## src/rtl/hazard_pattern_decoder.sv

```systemverilog
// Receive-side monitor for the three-lamp hazard bus: classifies consecutive
// lamp patterns, locks onto a repeating mode and flags breaks in a locked stream.
module hazard_pattern_decoder #(
   parameter int LOCK_COUNT = 3
) (
   input  logic       clk,
   input  logic       reset_n,
   input  logic       sample_en,
   input  logic [2:0] lights,
   output logic [1:0] mode,
   output logic       locked,
   output logic       err
);

   localparam int CNT_W = $clog2(LOCK_COUNT + 1);
   localparam logic [CNT_W-1:0] LOCK_CNT = CNT_W'(LOCK_COUNT);
   localparam logic [CNT_W-1:0] ONE_CNT  = CNT_W'(1);

   typedef enum logic {UNLOCKED, LOCKED} state_t;

   state_t           state_q, state_d;
   logic [2:0]       prev_q, prev_d;
   logic             prev_valid_q, prev_valid_d;
   logic [1:0]       run_class_q, run_class_d;
   logic [CNT_W-1:0] run_cnt_q, run_cnt_d;
   logic [1:0]       mode_q, mode_d;
   logic             locked_q, locked_d;
   logic             err_q, err_d;

   logic             cls_valid;
   logic [1:0]       cls;
   logic [1:0]       run_class_n;
   logic [CNT_W-1:0] run_cnt_n;

   // Returns {valid, class}; the pair sets are disjoint so order does not matter.
   function automatic logic [2:0] classify(input logic [2:0] p, input logic [2:0] c);
      case ({p, c})
         6'b101_010, 6'b010_101:             classify = 3'b1_00;
         6'b001_010, 6'b010_100, 6'b100_001: classify = 3'b1_01;
         6'b100_010, 6'b010_001, 6'b001_100: classify = 3'b1_10;
         6'b000_000:                         classify = 3'b1_11;
         default:                            classify = 3'b0_00;
      endcase
   endfunction

   assign {cls_valid, cls} = classify(prev_q, lights);

   // Run update shared by both states; in LOCKED run_class equals mode, so a
   // foreign valid class naturally restarts the run at 1.
   always_comb begin
      run_class_n = run_class_q;
      run_cnt_n   = '0;
      if (cls_valid) begin
         if ((cls == run_class_q) && (run_cnt_q != '0)) begin
            run_cnt_n = (run_cnt_q == LOCK_CNT) ? LOCK_CNT : run_cnt_q + ONE_CNT;
         end else begin
            run_class_n = cls;
            run_cnt_n   = ONE_CNT;
         end
      end
   end

   always_comb begin
      state_d      = state_q;
      prev_d       = prev_q;
      prev_valid_d = prev_valid_q;
      run_class_d  = run_class_q;
      run_cnt_d    = run_cnt_q;
      mode_d       = mode_q;
      locked_d     = locked_q;
      err_d        = 1'b0;
      if (sample_en) begin
         prev_d       = lights;
         prev_valid_d = 1'b1;
         if (prev_valid_q && !((state_q == LOCKED) && cls_valid && (cls == mode_q))) begin
            if (state_q == LOCKED) begin
               err_d    = 1'b1;
               state_d  = UNLOCKED;
               locked_d = 1'b0;
            end
            run_class_d = run_class_n;
            run_cnt_d   = run_cnt_n;
            if (run_cnt_n == LOCK_CNT) begin
               state_d  = LOCKED;
               mode_d   = run_class_n;
               locked_d = 1'b1;
            end
         end
      end
   end

   always_ff @(posedge clk or negedge reset_n) begin
      if (!reset_n) begin
         state_q      <= UNLOCKED;
         prev_q       <= 3'b000;
         prev_valid_q <= 1'b0;
         run_class_q  <= 2'b00;
         run_cnt_q    <= '0;
         mode_q       <= 2'b11;
         locked_q     <= 1'b0;
         err_q        <= 1'b0;
      end else begin
         state_q      <= state_d;
         prev_q       <= prev_d;
         prev_valid_q <= prev_valid_d;
         run_class_q  <= run_class_d;
         run_cnt_q    <= run_cnt_d;
         mode_q       <= mode_d;
         locked_q     <= locked_d;
         err_q        <= err_d;
      end
   end

   assign mode   = mode_q;
   assign locked = locked_q;
   assign err    = err_q;

endmodule

```

## config.mk

```make
export PLATFORM = sky130hd
export DESIGN_NAME = hazard_pattern_decoder
export DESIGN_NICKNAME = d
export VERILOG_FILES = /design/src/rtl/hazard_pattern_decoder.sv
export SDC_FILE = /design/constraint.sdc
export NUM_CORES = 1
export LEC_CHECK = 0
export ABC_AREA = 1
export CORE_UTILIZATION = 50
export CTS_CLUSTER_SIZE = 14
export DETAILED_ROUTE_END_ITERATION = 7
export GPL_TIMING_DRIVEN = 0
export PLACE_DENSITY = 0.73
export SLEW_MARGIN = 40
export SYNTH_ARGS = -nofsm -noshare
export SYNTH_HDL_FRONTEND = slang
export SYNTH_SLANG_ARGS = --single-unit
```

## constraint.sdc

```tcl
create_clock -name clk -period 2.8 [get_ports clk]
set_clock_uncertainty 0.05 [all_clocks]
set_input_delay 0.42 -clock clk [delete_from_list [all_inputs] [get_ports clk]]
set_output_delay 0.42 -clock clk [all_outputs]
set_load 0.1 [all_outputs]
```

# Word-level counts from Yosys, hierarchy flattened
# Index checks and enable logic that the tools add are counted.
# W data, S select, Z words.
# classes
muxes,12
reduce_logical,14
addsub,1
n_eq_ne,12
# op_table
cell,n
$eq A6 B5 Y1 const B,3
$eq A6 B6 Y1 const B,3
$eq A6 B4 Y1 const B,2
$pmux W3 S4,1
$mux W2,5
$logic_not A6 Y1,1
$mux W1,6
$reduce_and A3 Y1,2
$reduce_or A3 Y1,2
$eq A2 B2 Y1,2
$eq A2 B2 Y1 const B,2
$logic_and A1 B1 Y1,4
$reduce_bool A2 Y1,2
$add A2 B1 Y2 const B,1
$reduce_and A2 Y1,1
$reduce_or A2 Y1,1
$logic_not A1 Y1,1
# word_totals
reg_bits,13
input_bits,6
word_cells,47
output_inout_bits,4

# Depth between registers and ports, before layout
# depth
depth_word,10
depth_mapped,14
depth_no_buf,14

# Worst setup path before layout
# No wires, ideal clock.
# synth_path
path_type,reg2reg
start,"register mode_q[1], in the netlist mode[1]"
end,register state_q
setup_ns,0.122
slack_ns,1.120
arrival_ns,1.508
stages_incl_launch_ff,9
synth_period_minus_slack_ns,1.680
path_cell_list,dfstp_2 > o21bai_1 > nand2_1 > inv_2 > nand2_2 > nor2_2 > nor2_4 > nand2_2 > o21ai_1
# synth_via
elab_chain_len,5
# synth_rtl
element,line,text
"start, declared",26,"logic [1:0] mode_q, mode_d;"
"start signal, assigned",108,mode_q <= mode_d;
$eq A2 B2 Y1,75,if (prev_valid_q && !((state_q == LOCKED) && cls_valid && (cls == mode_q))) begin
$logic_and A1 B1 Y1,75,
$logic_not A1 Y1,75,
$logic_and A1 B1 Y1,75,
$reduce_and A2 Y1 (no source line),n/a,
"end signal, assigned",103,state_q <= state_d;
"end, declared",21,"state_t state_q, state_d;"
# Every way passes these cells.
# A chain may end at the register's enable or synchronous reset.

# Worst setup path in the final report
# layout_path
start,input port lights[1]
end,register state_q
# layout_via
elab_chain_len,9
elab_cells_between_ends,25
cone_classes,eq/ne: 11; mux: 4; reduce/logical: 10
# layout_rtl
element,line,text
"start, declared",9,"input logic [2:0] lights,"
$eq A6 B6 Y1 (tied with other cells),37,"case ({p, c})"
$reduce_or A3 Y1 / $reduce_or A2 Y1 (equally long branches),37,
$pmux W3 S4 *,37,
$eq A2 B2 Y1,54,if ((cls == run_class_q) && (run_cnt_q != '0)) begin
$logic_and A1 B1 Y1,54,
$mux W2,54,
$mux W2,53,if (cls_valid) begin
$eq A2 B2 Y1,83,if (run_cnt_n == LOCK_CNT) begin
$mux W1,83,
# Mark *: on every way between the ends. The rest lies on a longest branch, timed or not.

==> out/metrics.csv <==
metric,value,unit
status,finished clean,
antenna_found_initial,0,
grt_max_degree,14,
dr_wl_met3,42,um
tightest_slew,590,ps
syn-num-nets,120,
coreArea,1520,sq um
hold_buffers,0,
die_w,42.5,um
timing.final.crit_period,2030,ps
htree_levels,1,
grt_util_all_layers,21.4,%
syn_inst,114,
p_leak,0.508,nW
dp_slack,501,ps
met2_length,757,um
gp_congestion,0.818,
cp-start-kind,input port,
synthTopCellsByArea,"dfrtp_1 34%, nand2_1 13%, inv_1 6.9%, nand3_1 6.7%, dfstp_2 6.4%",
row_count,14,
first_global_vias,744,
worst_slack,774,ps
die_h,42.5,um
finalSetupViolCount,0,
ys_warn_count,0,
p_per_area,458,nW/um^2
rsz0062_at_grt,false,
synth_top_area_share,33.5,%
hp-class,reg2reg,
num_vias,750,
top_level_ports,10,
ys_seq_elements,13,
grt_pass1_wl,2970,um
synth_area_leader_cell,dfrtp_1,
postLayoutCellArea,937,sq um
ys_seq_area_share,39.9,%
yosysUniqueCellTypes,18,
synth_ff_type,dfrtp_1,
whs,424,ps
ir_worst_vdd,266,uV
start_util,53.9,%
avgRoutedWirePerCell,11.4,um
die_area,1810,sq um
dp_hpwl,1250,um
drc,0,
crit_type,in2reg,
clock_path_buffers,2,
final_antenna_net_count,0,
ff2ff_path_depth,12,
yosysMostFrequentCell,nand2_1,
n_antenna_cell,0,
insertion_delay,280,ps
syn_area,821,sq um
cts_tree,built,
postRouteWirelength,1640,um
crit_arrival,2150,ps
end_kind,flop,
clockRootBuffer,clkbuf_4,
max_freq,0.494,GHz
finalCritPeriodShare,72.4,%
syn_avg_cell_area,7.20,sq um
cts_resized,0,
met1_length,821,um
required,2920,ps
cap_violations,0,
layout-drive-gt1-share,22.8,%
clk_pin_slew,80,ps
synth_edf_count,0,
areaGrowthSynthToFinish,14.2,%
first_pass_iters,4,
post_cts_buffers,0,
drt_iter0_markers,27,
post_dp_cell_area,911,sq um
top_layer,met4,
fillers,141,
ys_top_cells_by_count,"28 x nand2_1, 15 x inv_1, 11 x dfrtp_1, 11 x nand3_1, 11 x nor2_1",
setup_tns,0,ps
slew_headroom,60.5,%
overflow,0,
nets,134,
cts_sinks,13,
cp_max_fo,6,
async_flop_share,100,%
power,0.429,mW
drv_slew,0,
hold_viol,0,
io_buffer_count,9,
vias_per_cell,5.24,
min_delay_path_depth,1,
numCtsBuffers,3,
-- layout by cell type, fill, tap and decap left out --
master	Yosys	routed
nor2_1	11	11
buf_2	0	4
inv_2	1	1
inv_1	15	15
o21bai_1	1	1
nand3_2	2	2
clkbuf_1	0	1
dfrtp_1	11	11
o21ai_0	10	10
nand4_2	1	1
a21oi_1	1	1
clkbuf_4	0	3
o21ai_1	3	3
dfstp_2	2	2
nand2_1	28	28
nor2_4	3	3
or2_2	1	1
nand3_1	11	11
nand4_1	1	1
nand2_2	7	7
nor2_2	5	5
clkdlybuf4s50_1	0	5
-- path summary, 6_finish.rpt --
check,startpoint,end,slack (ps)
worst max-delay path,lights[1],state_q$_DFFE_PN0P_,770
worst max register to register,prev_q[2]$_DFFE_PN0P_,state_q$_DFFE_PN0P_,1020
worst min register to register,prev_valid_q$_DFFE_PN0P_,prev_valid_q$_DFFE_PN0P_,420
min in group asynchronous,reset_n,prev_q[0]$_DFFE_PN0P_,460
worst min-delay path,prev_valid_q$_DFFE_PN0P_,prev_valid_q$_DFFE_PN0P_,420
max in group asynchronous,reset_n,run_class_q[0]$_DFFE_PN0P_,1860
-- logic make-up (layout without fill, tap and decap cells) --
family,Yosys count,in the layout,synth area share (%)
AO/OA/AOI/OAI,15,15,9.45
buffers and inverters,16,29,7.32
flip-flops,13,13,39.9
AND/OR/NAND/NOR,70,70,43.3
-- critical path, stage by stage --
cell and delay [ps]:
clkdlybuf4s50_1 470, nor2_1 260, nand3_2 170, nand2_2 130, nor2_4 60, nand2_1 60, nand2_1 70, inv_2 70
nand2_2 50, nor2_2 130, nor2_4 70, nand2_2 110, o21ai_1 80
-- layer usage --
layer,GRT usage [%],up-vias
met1,28.9,352
li1,-,385
met3,3.88,3
met2,35.4,10
met4,5.63,0
met5,0,-
-- through the flow --
| step | util, % | instances |
|---|---|---|
| 3_3_place_gp | 61.1 | 139 |
| 4_1_cts | 61.5 | 143 |
| 6_report | 61.5 | 143 |
| 3_5_place_dp | 59.8 | 139 |
| 2_1_floorplan | - | 114 |
| 5_1_grt | 61.5 | 143 |
-- state kept, by name, indices dropped and copies added, names as in the netlist --
name          cells
mode              2
run_cnt_q         2
err               1
run_class_q       2
state_q           1
locked            1
prev_q            3
prev_valid_q      1
-- cell type report --
type	instances	area (sq um)	share of cell area, %
clock buffer	4	26.3	2.80
inverter	16	60.1	6.41
multi-input combinational	85	433	46.2
sequential	13	328	35.0
tap	16	20.0	2.14
timing repair buffer	9	70.1	7.48
-- power breakdown --
group	switching, mW	internal [mW]	leakage, nW
combinational	0.0651	0.0329	0.333
clock	0.0660	0.0553	0.0150
sequential	0.00850	0.201	0.161
total	0.140	0.290	0.508
No activity file was read; power rests on OpenSTA's default activity.
